**src/rtl/learner_sched_pkg.sv**
```systemverilog
// learner_pkg: slot learner state encoding and its one-step transition function.
package learner_pkg;

  // guess = state[1]; P1/P0 are the one-grant confirmation states before a flip
  typedef enum logic [1:0] {
    S0 = 2'b00,
    P1 = 2'b01,
    S1 = 2'b11,
    P0 = 2'b10
  } lstate_t;

  function automatic lstate_t next_lstate(lstate_t s, bit result);
    case (s)
      S0:      next_lstate = result ? P1 : S0;
      P1:      next_lstate = S1;
      S1:      next_lstate = result ? S1 : P0;
      default: next_lstate = S0;
    endcase
  endfunction

endpackage

```
**src/rtl/learner_sched_if.sv**
```systemverilog
// learner_sched_if: request/result inputs and grant/response outputs of learner_sched.
interface learner_sched_if #(
  parameter int NREQ  = 4,
  parameter int CNT_W = 8
);
  localparam int IW = (NREQ > 1) ? $clog2(NREQ) : 1;

  logic            clr;
  logic [NREQ-1:0] req;
  logic [NREQ-1:0] result;
  logic [NREQ-1:0] grant;
  logic            rsp_vld;
  logic [IW-1:0]   rsp_id;
  logic            guess;
  logic            miss;
  logic [CNT_W-1:0] miss_cnt;

  modport master (
    output clr, req, result,
    input  grant, rsp_vld, rsp_id, guess, miss, miss_cnt
  );

  modport slave (
    input  clr, req, result,
    output grant, rsp_vld, rsp_id, guess, miss, miss_cnt
  );
endinterface

```
**src/rtl/learner_sched_rr_arb.sv**
```systemverilog
// rr_arb: combinational round-robin pick, searching upward from i_ptr+1 with wrap.
module rr_arb #(
  parameter int NREQ = 4,
  parameter int IW   = (NREQ > 1) ? $clog2(NREQ) : 1
) (
  input  logic [NREQ-1:0] i_req,
  input  logic [IW-1:0]   i_ptr,
  output logic [NREQ-1:0] o_gnt,
  output logic [IW-1:0]   o_idx,
  output logic            o_vld
);

  always_comb begin
    o_vld = 1'b0;
    o_idx = '0;
    for (int k = 1; k <= NREQ; k++) begin
      if (!o_vld && i_req[IW'((int'(i_ptr) + k) % NREQ)]) begin
        o_vld = 1'b1;
        o_idx = IW'((int'(i_ptr) + k) % NREQ);
      end
    end
  end

  assign o_gnt = o_vld ? (NREQ'(1) << o_idx) : '0;

endmodule

```
**src/rtl/learner_sched.sv**
```systemverilog
// learner_sched: round-robin shared slow-learner predictor with per-slot state.
// Optional miss counter built only when LEARNER_SCHED_MISS_CNT_EN is defined.
module learner_sched
  import learner_pkg::*;
#(
  parameter int NREQ  = 4,
  parameter int CNT_W = 8
) (
  input logic           clk,
  input logic           rst,
  learner_sched_if.slave bus
);

  localparam int IW = (NREQ > 1) ? $clog2(NREQ) : 1;

  lstate_t         r_state     [NREQ];
  lstate_t         w_state_nxt [NREQ];
  logic [NREQ-1:0] r_grant, w_gnt, w_req_m;
  logic [IW-1:0]   r_gidx, r_ptr, w_idx, w_ptr_eff;
  logic            r_first, w_vld, w_gvld, w_res, w_guess, w_miss;
  logic            r_rsp_vld, r_guess, r_miss;
  logic [IW-1:0]   r_rsp_id;

  assign w_gvld  = |r_grant;
  assign w_res   = bus.result[r_gidx];
  assign w_guess = r_state[r_gidx][1];
  assign w_miss  = w_guess ^ w_res;

  // The visible grant is already served: mask it and search past it, so a
  // held req is re-granted at most every other cycle. r_first starts at slot 0.
  assign w_req_m   = bus.req & ~r_grant;
  assign w_ptr_eff = r_first ? IW'(NREQ - 1) : (w_gvld ? r_gidx : r_ptr);

  rr_arb #(.NREQ(NREQ), .IW(IW)) u_arb (
    .i_req (w_req_m),
    .i_ptr (w_ptr_eff),
    .o_gnt (w_gnt),
    .o_idx (w_idx),
    .o_vld (w_vld)
  );

  always_comb begin
    for (int i = 0; i < NREQ; i++) w_state_nxt[i] = r_state[i];
    if (bus.clr) begin
      for (int i = 0; i < NREQ; i++) w_state_nxt[i] = S0;
    end else if (w_gvld) begin
      w_state_nxt[r_gidx] = next_lstate(r_state[r_gidx], w_res);
    end
  end

  always_ff @(posedge clk or posedge rst) begin
    if (rst) begin
      for (int i = 0; i < NREQ; i++) r_state[i] <= S0;
    end else begin
      for (int i = 0; i < NREQ; i++) r_state[i] <= w_state_nxt[i];
    end
  end

  always_ff @(posedge clk or posedge rst) begin
    if (rst) begin
      r_grant   <= '0;
      r_gidx    <= '0;
      r_ptr     <= '0;
      r_first   <= 1'b1;
      r_rsp_vld <= 1'b0;
      r_rsp_id  <= '0;
      r_guess   <= 1'b0;
      r_miss    <= 1'b0;
    end else begin
      if (w_gvld) r_ptr <= r_gidx;
      if (bus.clr) begin
        r_grant   <= '0;
        r_rsp_vld <= 1'b0;
        r_miss    <= 1'b0;
      end else begin
        r_grant   <= w_gnt;
        r_gidx    <= w_idx;
        if (w_vld) r_first <= 1'b0;
        r_rsp_vld <= w_gvld;
        r_miss    <= w_gvld & w_miss;
        if (w_gvld) begin
          r_rsp_id <= r_gidx;
          r_guess  <= w_guess;
        end
      end
    end
  end

`ifdef LEARNER_SCHED_MISS_CNT_EN
  logic [CNT_W-1:0] r_cnt;

  always_ff @(posedge clk or posedge rst) begin
    if (rst)                                         r_cnt <= '0;
    else if (bus.clr)                                r_cnt <= '0;
    else if (w_gvld && w_miss && (r_cnt != '1))      r_cnt <= r_cnt + 1'b1;
  end

  assign bus.miss_cnt = r_cnt;
`else
  assign bus.miss_cnt = {CNT_W{1'b0}};
`endif

  assign bus.grant   = r_grant;
  assign bus.rsp_vld = r_rsp_vld;
  assign bus.rsp_id  = r_rsp_id;
  assign bus.guess   = r_guess;
  assign bus.miss    = r_miss;

endmodule

```
**src/flat_wrapper.sv**
```systemverilog
// flat-port wrapper written by rule: the top's interface ports become plain ports
module learner_sched_flat import learner_pkg::*;
#(
  parameter int NREQ  = 4,
  parameter int CNT_W = 8
)
  (clk, rst, bus_clr, bus_req, bus_result, bus_grant, bus_rsp_vld, bus_rsp_id, bus_guess, bus_miss, bus_miss_cnt);
  learner_sched_if #(.NREQ(NREQ), .CNT_W(CNT_W)) bus_i ();
  input logic clk;
  input logic rst;
  input wire logic [$bits(bus_i.clr)-1:0] bus_clr;
  input wire logic [$bits(bus_i.req)-1:0] bus_req;
  input wire logic [$bits(bus_i.result)-1:0] bus_result;
  output wire logic [$bits(bus_i.grant)-1:0] bus_grant;
  output wire logic [$bits(bus_i.rsp_vld)-1:0] bus_rsp_vld;
  output wire logic [$bits(bus_i.rsp_id)-1:0] bus_rsp_id;
  output wire logic [$bits(bus_i.guess)-1:0] bus_guess;
  output wire logic [$bits(bus_i.miss)-1:0] bus_miss;
  output wire logic [$bits(bus_i.miss_cnt)-1:0] bus_miss_cnt;
  assign bus_i.clr = bus_clr;
  assign bus_i.req = bus_req;
  assign bus_i.result = bus_result;
  assign bus_grant = bus_i.grant;
  assign bus_rsp_vld = bus_i.rsp_vld;
  assign bus_rsp_id = bus_i.rsp_id;
  assign bus_guess = bus_i.guess;
  assign bus_miss = bus_i.miss;
  assign bus_miss_cnt = bus_i.miss_cnt;
  learner_sched #(.NREQ(NREQ), .CNT_W(CNT_W)) u_core (.clk(clk), .rst(rst), .bus(bus_i));
endmodule
```
**config.mk**
```make
export PLATFORM = sky130hd
export DESIGN_NAME = learner_sched_flat
export DESIGN_NICKNAME = d
export VERILOG_FILES = /design/src/rtl/learner_sched_pkg.sv /design/src/rtl/learner_sched_if.sv /design/src/rtl/learner_sched_rr_arb.sv /design/src/rtl/learner_sched.sv /design/src/flat_wrapper.sv
export SDC_FILE = /design/constraint.sdc
export NUM_CORES = 1
export LEC_CHECK = 0
export BUFFER_PORTS_ARGS = -buffer_cell sky130_fd_sc_hd__clkbuf_2
export CAP_MARGIN = 20
export CORE_MARGIN = 4
export CORE_UTILIZATION = 57
export DETAILED_ROUTE_END_ITERATION = 8
export PLACE_DENSITY = 0.83
export RECOVER_POWER = 50
export REMOVE_ABC_BUFFERS = 1
export SETUP_SLACK_MARGIN = 0.2
export SYNTH_ARGS = -nofsm -noshare
export SYNTH_HDL_FRONTEND = slang
export SYNTH_HIERARCHICAL = 1
export SYNTH_SLANG_ARGS = --single-unit
```
**constraint.sdc**
```tcl
create_clock -name clk -period 5.16 [get_ports clk]
set_input_delay 1.032 -clock clk [delete_from_list [all_inputs] [get_ports clk]]
set_output_delay 1.032 -clock clk [all_outputs]
set_load 0.01 [all_outputs]
```
==> reports/qor.txt <==
Largest net degree at the start of global routing: 23
Num ports: 28
RR Endpoint: u_core/r_gidx[1]$_DFFE_PP0N_
Worst Skew: 0.00689 ns
Final worst-path cycle share: 61.0%
Synth Warn #: 6
PortBufs: 19
Final setup vio count: 0
Hold_buf cts: 0
CTS clk-pin slew, worst paths: 0.13 ns
Final core utilization: 66.8%
Wire per inst: 14.9 um
Minimum clock period after layout: 3.15 ns
Yosys top cell by area: dfrtp_1
Commonest cells post-synth: dfrtp_1 (21), nor2_1 (13), buf_4 (9), nor2b_1 (9), mux2_2 (7)
Total gr overflow: 0
Total Routed Length: 2350 um
Instance area after placement: 1320 um2
Yosys cell types: 38
Initial Util: 62.1%
P&R area growth vs syn: 7.57%
Leakage: 0.634 nW
Clock buffer depth: 2
Routed vias/inst: 5.67
Max-cap violations: 0
Setup CP Type: register to register
CP endpoint: u_core/r_gidx[1]$_DFFE_PP0N_
Floorplan row count: 16
Initial antenna violation count: 0
Yosys top cell area share: 41.8%
RSZ-0062 raised after global routing: false
Mapped cell area: 1260 um2
Power per cell area: 594 nW/um2
Global-route wire length before repair: 3780 um
Vias after detailed routing: 896
Leading post-synthesis cells by cell area: dfrtp_1 (42%), mux2_2 (6.3%), buf_4 (5.4%)
CTS buffer count: 3
WP data required: 5.42 ns
Overall Global Routing Usage: 17.5%
DRT iter0 DRCs: 30
CTS H-tree lvls: 1
CP Capture Type: register
CTS Root Cell: clkbuf_4
DRC Markers: 0
Final Hold Fails: 0
Final Cell Area: 1350 um2
Core footprint: 2020 um2
CTS tree: built
CP max FO: 8
Share of layout cells above drive strength 1: 31.3%
Register area share after synthesis: 43.9%
Final nets: 143
Async SR Flop Fraction: 100%
Hold Crit Class: register to register
Nature of the critical path startpoint: register
Number of synthesized register bits: 22
TritonCTS Sinks: 22
Fin cells: 158
Reg2reg setup slack: 2.01 ns
Die Wd: 54.9 um
Syn Inst Count: 115
Dpl hpwl: 1740 um
# Post-CTS Setup Buffers: 0
Rel. slew slack: 13.8%
Pre-antenna DRT Iters: 4
Setup TNS: 0 ns
Remaining antenna violation count after routing: 0
Worst-Margin Slew: 1.28 ns
Clk_lat worst skew: 0.31 ns
Peak supply drop: 0.000344 V
Top_reg_cell synth: dfrtp_1
Syn avg cell area: 10.9 um2
Chip height: 54.9 um
Reg-to-reg critical path startpoint: u_core/bus.grant[0]$_DFF_PP0_
Final Max Slew Viols: 0
Most common cell in the synthesized netlist: dfrtp_1
R2R depth: 7
RePlAce Congestion: 0.764
Fmax: 0.318 GHz
Die ar.: 3020 um2
Worst path arrival time: 3.41 ns
Tot Pwr: 803 uW
Post-CTS sizing: 0
Crit. Startpoint: u_core/bus.grant[0]$_DFF_PP0_
EDFF count, synth: 0
Ant. Diodes: 0
Via count of the first global-routing pass: 838
Outcome: complete, no violations
Placed cells: 154
-- placed cells by master (no fill, tap or decap), types with 2 or more instances in the layout --
cell type	n
a211oi_1	3
a21oi_1	3
mux4_2	3
clkbuf_4	3
nor3b_1	2
mux2i_1	4
conb_1	8
nand2_1	2
nor3_1	2
nor2b_1	9
or2_2	2
dfrtp_1	21
mux2_2	6
nand2b_1	4
clkbuf_2	18
inv_1	6
nor2_1	13
-- layout make-up --
type | count | area, um2
multi-input cells | 80 | 597
inverters | 6 | 22.5
fillers | 154 | 671
repair buffers | 19 | 93.8
flip-flops and latches | 22 | 552
well taps | 27 | 33.8
clock inverters | 1 | 30.0
clock buffers | 3 | 22.5
-- worst min path at each step --
stage               depth (start not counted)                        from                          to
floorplan                                   1   u_core/r_ptr[0]$_DFF_PP0_   u_core/r_ptr[0]$_DFF_PP0_
detailed placement                          1   u_core/r_ptr[0]$_DFF_PP0_   u_core/r_ptr[0]$_DFF_PP0_
finish                                      1  u_core/r_first$_DFFE_PP1P_  u_core/r_first$_DFFE_PP1P_
CTS                                         1  u_core/r_first$_DFFE_PP1P_  u_core/r_first$_DFFE_PP1P_
global route                                1  u_core/r_first$_DFFE_PP1P_  u_core/r_first$_DFFE_PP1P_
global placement                            1   u_core/r_ptr[0]$_DFF_PP0_   u_core/r_ptr[0]$_DFF_PP0_
-- metal layers --
layer / wire length, um / part of all wire [%] / track usage, %
met1: 1090 / 46 / 23.1
met2: 1100 / 47 / 29.9
met3: 148 / 6.3 / 4.02
met4: 10 / 0.42 / 2.43
met5: 0 / 0 / 0
-- state kept, by name (all words and copies together), names as in the netlist --
register / cells
u_core/bus.guess: 1
u_core/r_state: 8
u_core/r_ptr: 2
u_core/bus.miss: 1
u_core/bus.rsp_vld: 1
u_core/bus.grant: 4
u_core/bus.rsp_id: 2
u_core/r_gidx: 2
u_core/r_first: 1
-- cells by family after synthesis --
kind of cell / Yosys count / share of synthesized area [%]
fa+ha+maj: 1 / 0.896
flops: 22 / 43.9
mux: 14 / 14.8
simple gates: 39 / 18.5
buf+inv: 20 / 9.46
xor+xnor: 1 / 0.697
other cells: 1 / 0.299
compound gates: 17 / 11.4
-- per-stage QoR --
stage	setup WS [ns]	hold WS, ns
floorplan	2.77	0.465
global placement	2.67	0.476
detailed placement	2.58	0.483
CTS	2.55	0.507
global route	1.89	0.510
finish	2.01	0.503
-- power by group --
| part | leakage [nW] | total [mW] | switching, mW | internal (mW) |
|---|---|---|---|---|
| Sequential | 0.286 | 0.275 | 0.0486 | 0.226 |
| Combinational | 0.319 | 0.397 | 0.207 | 0.190 |
| Clock | 0.0279 | 0.131 | 0.0529 | 0.0785 |
-- worst max-delay path: stages (launching register included) --
cell and delay (ns):
dfrtp_1 0.42, nor4_1 1.08, mux2_1 0.41, or2_2 0.36, nand2b_4 0.17, a22o_1 0.21, a221oi_2 0.27, mux2_2 0.18
Power figures use the tool's default switching activity.
